`src/rtl/neuron_controller_if.sv`:
```
// rtl/neuron_controller_if.sv - host, MAC and input-memory handshake bundle for neuron_controller.
// Optional keep_thr signal exists only when NEURON_CTRL_THR_REUSE_EN is defined.
interface neuron_controller_if #(
  parameter int ADDR_WIDTH = 4
);
  logic                  start;
  logic                  abort;
  logic                  thr_valid;
  logic                  thr_ack;
  logic                  thr_err;
  logic                  threshold_ready;
  logic                  data_valid;
  logic                  mac_clear;
  logic                  mac_en;
  logic [ADDR_WIDTH-1:0] in_addr;
  logic                  act_bit;
  logic                  busy;
  logic                  result_valid;
  logic                  result;
`ifdef NEURON_CTRL_THR_REUSE_EN
  logic                  keep_thr;
`endif

  modport master (
`ifdef NEURON_CTRL_THR_REUSE_EN
    input  keep_thr,
`endif
    input  start, abort, thr_valid, data_valid, act_bit,
    output thr_ack, thr_err, threshold_ready, mac_clear, mac_en, in_addr,
    output busy, result_valid, result
  );

  modport slave (
`ifdef NEURON_CTRL_THR_REUSE_EN
    output keep_thr,
`endif
    output start, abort, thr_valid, data_valid, act_bit,
    input  thr_ack, thr_err, threshold_ready, mac_clear, mac_en, in_addr,
    input  busy, result_valid, result
  );
endinterface

```
`src/rtl/neuron_controller.sv`:
```
// rtl/neuron_controller.sv - sequencer for one neuron evaluation: threshold load, MAC stream, drain, compare.
// Defining NEURON_CTRL_THR_REUSE_EN adds keep_thr, letting start skip the threshold load.
module neuron_controller #(
  parameter int WIDTH       = 22,
  parameter int BUS_WIDTH   = 16,
  parameter int NUM_INPUTS  = 16,
  parameter int ADDR_WIDTH  = 4,
  parameter int MAC_LATENCY = 2
) (
  input  logic                  i_clk,
  input  logic                  i_rst,
  neuron_controller_if.master   bus
);

  localparam int THR_BEATS = (WIDTH + BUS_WIDTH - 1) / BUS_WIDTH;
  localparam int DRAIN_W   = $clog2(MAC_LATENCY + 1);
  localparam logic [ADDR_WIDTH-1:0] LAST_ADDR  = ADDR_WIDTH'(NUM_INPUTS - 1);
  localparam logic [DRAIN_W-1:0]    LAST_DRAIN = DRAIN_W'(MAC_LATENCY - 1);

  if (THR_BEATS != 2 || NUM_INPUTS < 1 || MAC_LATENCY < 1 ||
      (2 ** ADDR_WIDTH) < NUM_INPUTS) begin : g_bad_params
    $error("neuron_controller: unsupported parameter combination");
  end

  typedef enum logic [2:0] {
    S_IDLE, S_THR_LO, S_THR_HI, S_CLEAR, S_ACCUM, S_DRAIN, S_COMPARE
  } state_t;

  state_t                r_state;
  logic [ADDR_WIDTH-1:0] r_cnt;
  logic [DRAIN_W-1:0]    r_drain;
  logic                  r_busy;
  logic                  r_thr_err;
  logic                  r_mac_clear;
  logic                  r_result_valid;
  logic                  r_result;
  logic                  w_keep;
  logic                  w_thr_phase;

`ifdef NEURON_CTRL_THR_REUSE_EN
  assign w_keep = bus.keep_thr;
`else
  assign w_keep = 1'b0;
`endif

  always_ff @(posedge i_clk or posedge i_rst) begin
    if (i_rst) begin
      r_state        <= S_IDLE;
      r_cnt          <= '0;
      r_drain        <= '0;
      r_busy         <= 1'b0;
      r_thr_err      <= 1'b0;
      r_mac_clear    <= 1'b0;
      r_result_valid <= 1'b0;
      r_result       <= 1'b0;
    end else begin
      r_thr_err      <= 1'b0;
      r_mac_clear    <= 1'b0;
      r_result_valid <= 1'b0;
      if (bus.abort) begin
        r_state <= S_IDLE;
        r_busy  <= 1'b0;
      end else begin
        case (r_state)
          S_IDLE: begin
            if (bus.start) begin
              r_busy <= 1'b1;
              if (w_keep) begin
                r_state     <= S_CLEAR;
                r_mac_clear <= 1'b1;
                r_cnt       <= '0;
              end else begin
                r_state <= S_THR_LO;
              end
            end
          end
          S_THR_LO: begin
            if (bus.thr_valid) r_state <= S_THR_HI;
          end
          S_THR_HI: begin
            // The high beat must follow the low beat with no gap.
            if (bus.thr_valid) begin
              r_state     <= S_CLEAR;
              r_mac_clear <= 1'b1;
              r_cnt       <= '0;
            end else begin
              r_state   <= S_IDLE;
              r_busy    <= 1'b0;
              r_thr_err <= 1'b1;
            end
          end
          S_CLEAR: begin
            r_state <= S_ACCUM;
          end
          S_ACCUM: begin
            if (bus.data_valid) begin
              if (r_cnt == LAST_ADDR) begin
                r_state <= S_DRAIN;
                r_drain <= '0;
              end else begin
                r_cnt <= r_cnt + 1'b1;
              end
            end
          end
          S_DRAIN: begin
            if (r_drain == LAST_DRAIN) r_state <= S_COMPARE;
            else                       r_drain <= r_drain + 1'b1;
          end
          S_COMPARE: begin
            r_result       <= bus.act_bit;
            r_result_valid <= 1'b1;
            r_state        <= S_IDLE;
            r_busy         <= 1'b0;
          end
          default: begin
            r_state <= S_IDLE;
            r_busy  <= 1'b0;
          end
        endcase
      end
    end
  end

  // Same-cycle strobes are masked by abort so a cancelled cycle never accepts a beat.
  assign w_thr_phase         = (r_state == S_THR_LO) || (r_state == S_THR_HI);
  assign bus.threshold_ready = w_thr_phase & bus.thr_valid & ~bus.abort;
  assign bus.thr_ack         = w_thr_phase & bus.thr_valid & ~bus.abort;
  assign bus.mac_en          = (r_state == S_ACCUM) & bus.data_valid & ~bus.abort;
  assign bus.mac_clear       = r_mac_clear & ~bus.abort;
  assign bus.in_addr         = r_cnt;
  assign bus.thr_err         = r_thr_err;
  assign bus.busy            = r_busy;
  assign bus.result_valid    = r_result_valid;
  assign bus.result          = r_result;

endmodule

```
`src/flat_wrapper.sv`:
```
// flat-port wrapper written by rule: the top's interface ports become plain ports
module neuron_controller_flat 
#(
  parameter int WIDTH       = 22,
  parameter int BUS_WIDTH   = 16,
  parameter int NUM_INPUTS  = 16,
  parameter int ADDR_WIDTH  = 4,
  parameter int MAC_LATENCY = 2
)
  (i_clk, i_rst, bus_start, bus_abort, bus_thr_valid, bus_data_valid, bus_act_bit, bus_thr_ack, bus_thr_err, bus_threshold_ready, bus_mac_clear, bus_mac_en, bus_in_addr, bus_busy, bus_result_valid, bus_result);
  neuron_controller_if #(.ADDR_WIDTH(ADDR_WIDTH)) bus_i ();
  input  logic i_clk;
  input  logic i_rst;
  input wire logic [$bits(bus_i.start)-1:0] bus_start;
  input wire logic [$bits(bus_i.abort)-1:0] bus_abort;
  input wire logic [$bits(bus_i.thr_valid)-1:0] bus_thr_valid;
  input wire logic [$bits(bus_i.data_valid)-1:0] bus_data_valid;
  input wire logic [$bits(bus_i.act_bit)-1:0] bus_act_bit;
  output wire logic [$bits(bus_i.thr_ack)-1:0] bus_thr_ack;
  output wire logic [$bits(bus_i.thr_err)-1:0] bus_thr_err;
  output wire logic [$bits(bus_i.threshold_ready)-1:0] bus_threshold_ready;
  output wire logic [$bits(bus_i.mac_clear)-1:0] bus_mac_clear;
  output wire logic [$bits(bus_i.mac_en)-1:0] bus_mac_en;
  output wire logic [$bits(bus_i.in_addr)-1:0] bus_in_addr;
  output wire logic [$bits(bus_i.busy)-1:0] bus_busy;
  output wire logic [$bits(bus_i.result_valid)-1:0] bus_result_valid;
  output wire logic [$bits(bus_i.result)-1:0] bus_result;
  assign bus_i.start = bus_start;
  assign bus_i.abort = bus_abort;
  assign bus_i.thr_valid = bus_thr_valid;
  assign bus_i.data_valid = bus_data_valid;
  assign bus_i.act_bit = bus_act_bit;
  assign bus_thr_ack = bus_i.thr_ack;
  assign bus_thr_err = bus_i.thr_err;
  assign bus_threshold_ready = bus_i.threshold_ready;
  assign bus_mac_clear = bus_i.mac_clear;
  assign bus_mac_en = bus_i.mac_en;
  assign bus_in_addr = bus_i.in_addr;
  assign bus_busy = bus_i.busy;
  assign bus_result_valid = bus_i.result_valid;
  assign bus_result = bus_i.result;
  neuron_controller #(.WIDTH(WIDTH), .BUS_WIDTH(BUS_WIDTH), .NUM_INPUTS(NUM_INPUTS), .ADDR_WIDTH(ADDR_WIDTH), .MAC_LATENCY(MAC_LATENCY)) u_core (.i_clk(i_clk), .i_rst(i_rst), .bus(bus_i));
endmodule
```
`config.mk`:
```
export PLATFORM = sky130hd
export DESIGN_NAME = neuron_controller_flat
export DESIGN_NICKNAME = d
export VERILOG_FILES = /design/src/rtl/neuron_controller_if.sv /design/src/rtl/neuron_controller.sv /design/src/flat_wrapper.sv
export SDC_FILE = /design/constraint.sdc
export NUM_CORES = 1
export LEC_CHECK = 0
export BUFFER_PORTS_ARGS = -buffer_cell sky130_fd_sc_hd__buf_2
export CORE_MARGIN = 1.5
export CORE_UTILIZATION = 45
export DETAILED_ROUTE_END_ITERATION = 16
export PLACE_DENSITY = 0.8
export SLEW_MARGIN = 40
export SYNTH_ARGS = -nofsm -noshare
export SYNTH_HDL_FRONTEND = slang
export SYNTH_SLANG_ARGS = --single-unit
export TNS_END_PERCENT = 1
```
`constraint.sdc`:
```
create_clock -name i_clk -period 1.9 [get_ports i_clk]
set_input_delay 0.38 -clock i_clk [delete_from_list [all_inputs] [get_ports i_clk]]
set_output_delay 0.38 -clock i_clk [all_outputs]
set_load 0.005 [all_outputs]
```
==> impl_metrics.json, run 1 <==
{
  "powerDensity_mw_per_mm2": 648,
  "path_cells": "buf_6 -> xnor2_1 -> nor4b_2 -> buf_2",
  "synth_cell_types": 36,
  "rows": 15,
  "insertion_delay_ns": 0.27,
  "clock_sinks": 14,
  "numCtsBuffers": 3,
  "maxCapViolations": 0,
  "coreArea_mm2": 0.00171,
  "insertedDiodeCount": 0,
  "h-tree-depth": 1,
  "regToRegSetupSlack_ns": 0.14,
  "boundaryPins": 19,
  "grtUsageTotal_pct": 18.0,
  "fin_skew_ns": 0.00205,
  "hold_buffers": 0,
  "drv_slew": 0,
  "synth_top_area_share_pct": 43.6,
  "fmax_ghz": 0.537,
  "cts.path.max_buffers": 2,
  "vdd_ir_drop_max_mv": 0.467,
  "tritoncts": "built",
  "dp_hpwl_um": 1220,
  "startpoint_type": "flop",
  "dr_total_vias": 698,
  "max_stage_delay_ns": 0.44,
  "portBuffers": 18,
  "synthesis.nets": 93,
  "vias_per_cell": 5.21,
  "clkTransAtPathRegs_ns": 0.08,
  "cpMaxStageDelayCell": "dfrtp_2",
  "grt_start_max_net_pins": 15,
  "end_kind": "output port",
  "hold_class": "in -> async",
  "dr.pass1.iters": 4,
  "relSlewSlack_pct": 64.2,
  "criticalPathCategory": "reg -> out",
  "drive_above_1_share_pct": 32.1,
  "cp_max_fo": 7,
  "min_period_ns": 1.86,
  "period_share_pct": 98.1,
  "ys_ff_latch": 14,
  "yosys-top-cells-area": "dfrtp_1 44%, nor2_1 4.7%, a21oi_1 3.7%",
  "drtIter0Drc": 10,
  "hold_viol": 0,
  "synth_top_cell_by_area": "dfrtp_1",
  "routabilityCongestion": 0.883,
  "die_w_um": 45.3,
  "status": "completed",
  "grt_pass1_wl_um": 2630,
  "p_leak_nw": 0.527,
  "path_delay_family": "flip-flops",
  "nets": 120,
  "start_util_pct": 47.0,
  "drtAntennaViolNets": 0,
  "synthToLayoutAreaGrowth_pct": 26.0,
  "grt_pass1_vias": 605,
  "post_drt_wl_per_cell_um": 12.7,
  "utilization_pct": 59.3,
  "syn_area_per_cell_um2": 9.56,
  "grt_overflow": 0,
  "netlist_area_um2": 803,
  "yosys_warnings": 0,
  "required_ns": 1.52,
  "setup_viol": 0,
  "worst_pin_slew_ns": 0.536,
  "yosysSeqAreaShare_pct": 43.6,
  "wirelength_um": 1700,
  "synth_ff_type": "dfrtp_1",
  "antenna_found_initial": 0,
  "power.total_mw": 0.656,
  "root_buffer": "clkbuf_4",
  "synth-edff-count": 0,
  "dieArea_mm2": 0.00205,
  "worstPathArrival_ns": 1.48,
  "die_h_um": 45.3,
  "async_flop_share_pct": 100,
  "synth_cells": 84,
  "drcViolationCount": 0,
  "path_buf_inv": 2
}
-- kinds of logic (layout without fill, tap and decap cells) --
group / Yosys count / in the layout / synth area share (%)
and+or+nand+nor: 34 / 34 / 23.8
AOI/OAI and AO/OA: 17 / 17 / 15.3
DFF: 14 / 14 / 43.6
buffers and inverters: 11 / 36 / 5.92
muxes: 5 / 5 / 7.16
adders and majority gates: 2 / 2 / 3.11
xor gates and xnor gates: 1 / 1 / 1.09
-- per-stage QoR --
stage | setup TNS [ns] | std cells | area, um2 | hold slack, ns | setup slack (ns)
3_3_place_gp | 0 | 129 | 952 | 0.446 | 0.153
4_1_cts | 0 | 132 | 986 | 0.155 | 0.0578
2_1_floorplan | 0 | 84 | 803 | 0.269 | 0.219
5_1_grt | -0.00528 | 134 | 1010 | 0.170 | -0.00450
6_report | 0 | 134 | 1010 | 0.137 | 0.0364
3_5_place_dp | 0 | 129 | 952 | 0.450 | 0.141
-- state kept, by name, summed over array words and instances (netlist names) --
register,cells
u_core.bus.busy,1
u_core.bus.result,1
u_core.bus.in_addr,4
u_core.bus.thr_err,1
u_core.r_state,3
u_core.r_mac_clear,1
u_core.r_drain,2
u_core.bus.result_valid,1
-- layer usage --
metal,up-vias,routed length [um],track usage [%]
met5,-,0,0
met4,0,21,10.6
met3,2,47,3.60
met2,14,793,26.0
met1,334,833,24.7
li1,348,-,-
-- final cells by class --
cell class                      count  area [um2]
Tap cell                           25        31.3
Fill cell                         146         696
Clock buffer                        3        22.5
Inverter                            6        22.5
Timing Repair Buffer               27         161
Multi-Input combinational cell     59         423
Sequential cell                    14         352
-- where the power goes --
part	switching, mW	internal (mW)	total (mW)
sequential	0.0189	0.322	0.341
clock	0.0857	0.0733	0.159
combinational	0.0800	0.0761	0.156
total	0.185	0.471	0.656
-- synth_stat cells, types with 2 or more instances --
cell,instances
a21oi_1,6
and3_1,2
buf_2,2
clkbuf_1,2
dfrtp_1,14
ha_1,2
inv_1,6
mux2_1,2
mux2i_1,2
nand2_1,4
nand2b_1,2
nor2_1,10
nor2b_1,3
nor3_1,2
nor3b_1,3
o21ai_1,2
-- path summary, 6_finish.rpt --
| check | start | endpoint | cells after the start |
|---|---|---|---|
| setup reg to reg | u_core.bus.in_addr[0] | u_core.r_drain[0] | 5 |
| hold / removal | i_rst | u_core.r_state[2] | 2 |
| max in group asynchronous | i_rst | u_core.r_state[1] | 2 |
| setup / recovery | u_core.r_state[1] | bus_thr_ack | 4 |
| hold reg to reg | u_core.bus.result | u_core.bus.result | 1 |
| min in group i_clk | bus_thr_valid | u_core.bus.thr_err | 2 |
-- layout by cell type (no fill, tap or decap), types with 2 or more instances in the layout --
cell,n
ha_1,2
a21oi_1,6
o21ai_1,2
nand2b_1,2
mux2i_1,2
buf_2,18
nor2_1,10
mux2_1,2
nor3_1,2
nor2b_1,3
and3_1,2
nand2_1,4
dfrtp_1,13
nor3b_1,2
clkbuf_4,3
buf_4,8
inv_1,6
-- what timing repair did --
action | CTS | global route
hold endpoints to repair | 0 | 0
setup buffers | 0 | 2
gates resized for setup | 2 | 3
pin swaps | 0 | 1
setup endpoints to repair | 3 | 3
-- worst reg2reg max path, stage by stage (launching register included) --
cell and delay (ns):
dfrtp_1 0.42, ha_1 0.20, and3_1 0.22, a31oi_1 0.09, or3_1 0.39, mux2_1 0.33
No activity file was read; power rests on OpenSTA's default activity.
==> inputs of run 2 (changes only) <==
- CORE_ASPECT_RATIO: default -> 1.2
- CORE_UTILIZATION: 45 -> 50
- CTS_BUF_LIST: default -> sky130_fd_sc_hd__clkbuf_8
- PLACE_DENSITY: 0.8 -> 0.86
==> run 2 against run 1 <==
Count of clock-buffer cells in the layout grew 1; utilization is 8.1 points higher; cell count down 9.0%; clock power increased by 85%.
==> impl_metrics.json, run 2 (synthesized netlist as in run 1, its figures left out) <==
{
  "grtUsageTotal_pct": 22.4,
  "routabilityCongestion": 0.794,
  "die_h_um": 46.9,
  "grt_util_met2_pct": 36.1,
  "clock_sinks": 14,
  "post_cts_buffers": 0,
  "powerDensity_mw_per_mm2": 790,
  "required_ns": 1.52,
  "seq_power_share_pct": 44.0,
  "h-tree-depth": 1,
  "coreArea_mm2": 0.00146,
  "post_dp_cell_area_um2": 920,
  "worst_pin_slew_ns": 0.548,
  "grt_pass1_wl_um": 2700,
  "gr-usage-met3_pct": 2.84,
  "fin_area_um2": 986,
  "p_leak_nw": 0.518,
  "utilization_pct": 67.4,
  "grt_busiest_layer": "met2",
  "drive_above_1_share_pct": 28.6,
  "root_buffer": "clkbuf_8",
  "clkPwrFrac_pct": 37.8,
  "grt_overflow": 0,
  "setup_ws_ns": 0.0805,
  "rows": 15,
  "fin_setup_tns_ns": 0,
  "relSlewSlack_pct": 63.5,
  "clkTransAtPathRegs_ns": 0.06,
  "startpoint_type": "flop",
  "status": "completed",
  "cts.path.max_buffers": 2,
  "maxCapViolations": 0,
  "rsz0062_at_grt": "false",
  "insertedDiodeCount": 0,
  "layoutNonFillerInstCount": 122,
  "grt_start_max_net_pins": 16,
  "switching_share_pct": 26.7,
  "drv_slew": 0,
  "place_inst": 118,
  "intPower_mw": 0.570,
  "drcViolationCount": 0,
  "power.total_mw": 0.779,
  "pre_cts_slack_ns": 0.0938,
  "setup_viol": 0,
  "grt_util_met1_pct": 27.8,
  "hold_viol": 0,
  "dr.pass1.iters": 4,
  "ff2ff_path_depth": 5,
  "hold_class": "in -> async",
  "drtAntennaViolNets": 0,
  "criticalPathCategory": "reg -> out",
  "tritoncts": "built",
  "final_common_cell": "buf_2",
  "worstPathArrival_ns": 1.44,
  "layout_common_cells": "18 x buf_2, 14 x dfrtp_1, 10 x nor2_1, 6 x a21oi_1, 6 x inv_1",
  "switchingPower_mw": 0.208,
  "dp_hpwl_um": 1330,
  "min_period_ns": 1.82,
  "boundaryPins": 19,
  "fmax_ghz": 0.550,
  "dr_total_vias": 698,
  "dieArea_mm2": 0.00186,
  "post_drt_wl_per_cell_um": 14.6,
  "period_share_pct": 95.8,
  "insertion_delay_ns": 0.25,
  "vdd_ir_drop_max_mv": 0.617,
  "nets": 115,
  "vias_per_cell": 5.72,
  "grt_pass1_vias": 615,
  "hold_ws_ns": 0.166,
  "synthToLayoutAreaGrowth_pct": 22.7,
  "largest_register_ffs": 4,
  "cp_max_fo": 7,
  "antenna_found_initial": 0,
  "wirelength_um": 1790,
  "end_kind": "output port",
  "pwr-share-comb_pct": 18.2,
  "die_w_um": 39.6,
  "numCtsBuffers": 3,
  "start_util_pct": 54.9,
  "portBuffers": 18,
  "drtIter0Drc": 14,
  "fin_skew_ns": 0.000987
}
run 2: cell count changes in the layout (fill, tap and decap cells not counted), sizes merged:
cell,change
buf,-5
clkbuf,+1
run 2: power groups by stage:
stage	logic (mW)	registers, mW	clock network (mW)
after floorplan	0.0902	0.343	0
after global placement	0.135	0.345	0
after detailed placement	0.139	0.347	0
after CTS	0.141	0.342	0.296
after global routing	0.161	0.345	0.310
final	0.142	0.343	0.294
run 2: repair_timing:
item	CTS	global route
cloned	0	0
hold buffers	0	0
gates resized for setup	1	1
endpoints found under the setup margin	1	2
run 2: layer usage:
metal	up-vias	share of wire [%]
met5	-	0
li1	339	-
met4	0	3.0
met2	20	51
met3	7	3.1
met1	332	43
run 2: layout make-up:
type / instances / area, um2
clock buffer: 4 / 55.1
fill: 116 / 478
inverter: 6 / 22.5
multi-input combinational: 59 / 417
sequential: 14 / 350
tap: 17 / 21.3
timing repair buffer: 22 / 120
run 2: final timing paths:
path / slack (ns) / endpoint / from
max in group asynchronous: 1.37 / u_core.bus.busy / i_rst
min in group i_clk: 0.34 / u_core.bus.thr_err / bus_thr_valid
min reg2reg: 0.49 / u_core.bus.result / u_core.bus.result
max reg2reg: 0.10 / u_core.r_drain[0] / u_core.bus.in_addr[0]
min: 0.17 / u_core.r_state[1] / i_rst
max: 0.08 / bus_threshold_ready / u_core.r_state[0]
run 2: worst max-delay path, stage by stage, from the launching register on:
cell and delay (ns):
dfrtp_1 0.46, buf_4 0.20, xnor2_1 0.13, nor4b_2 0.24, buf_2 0.16
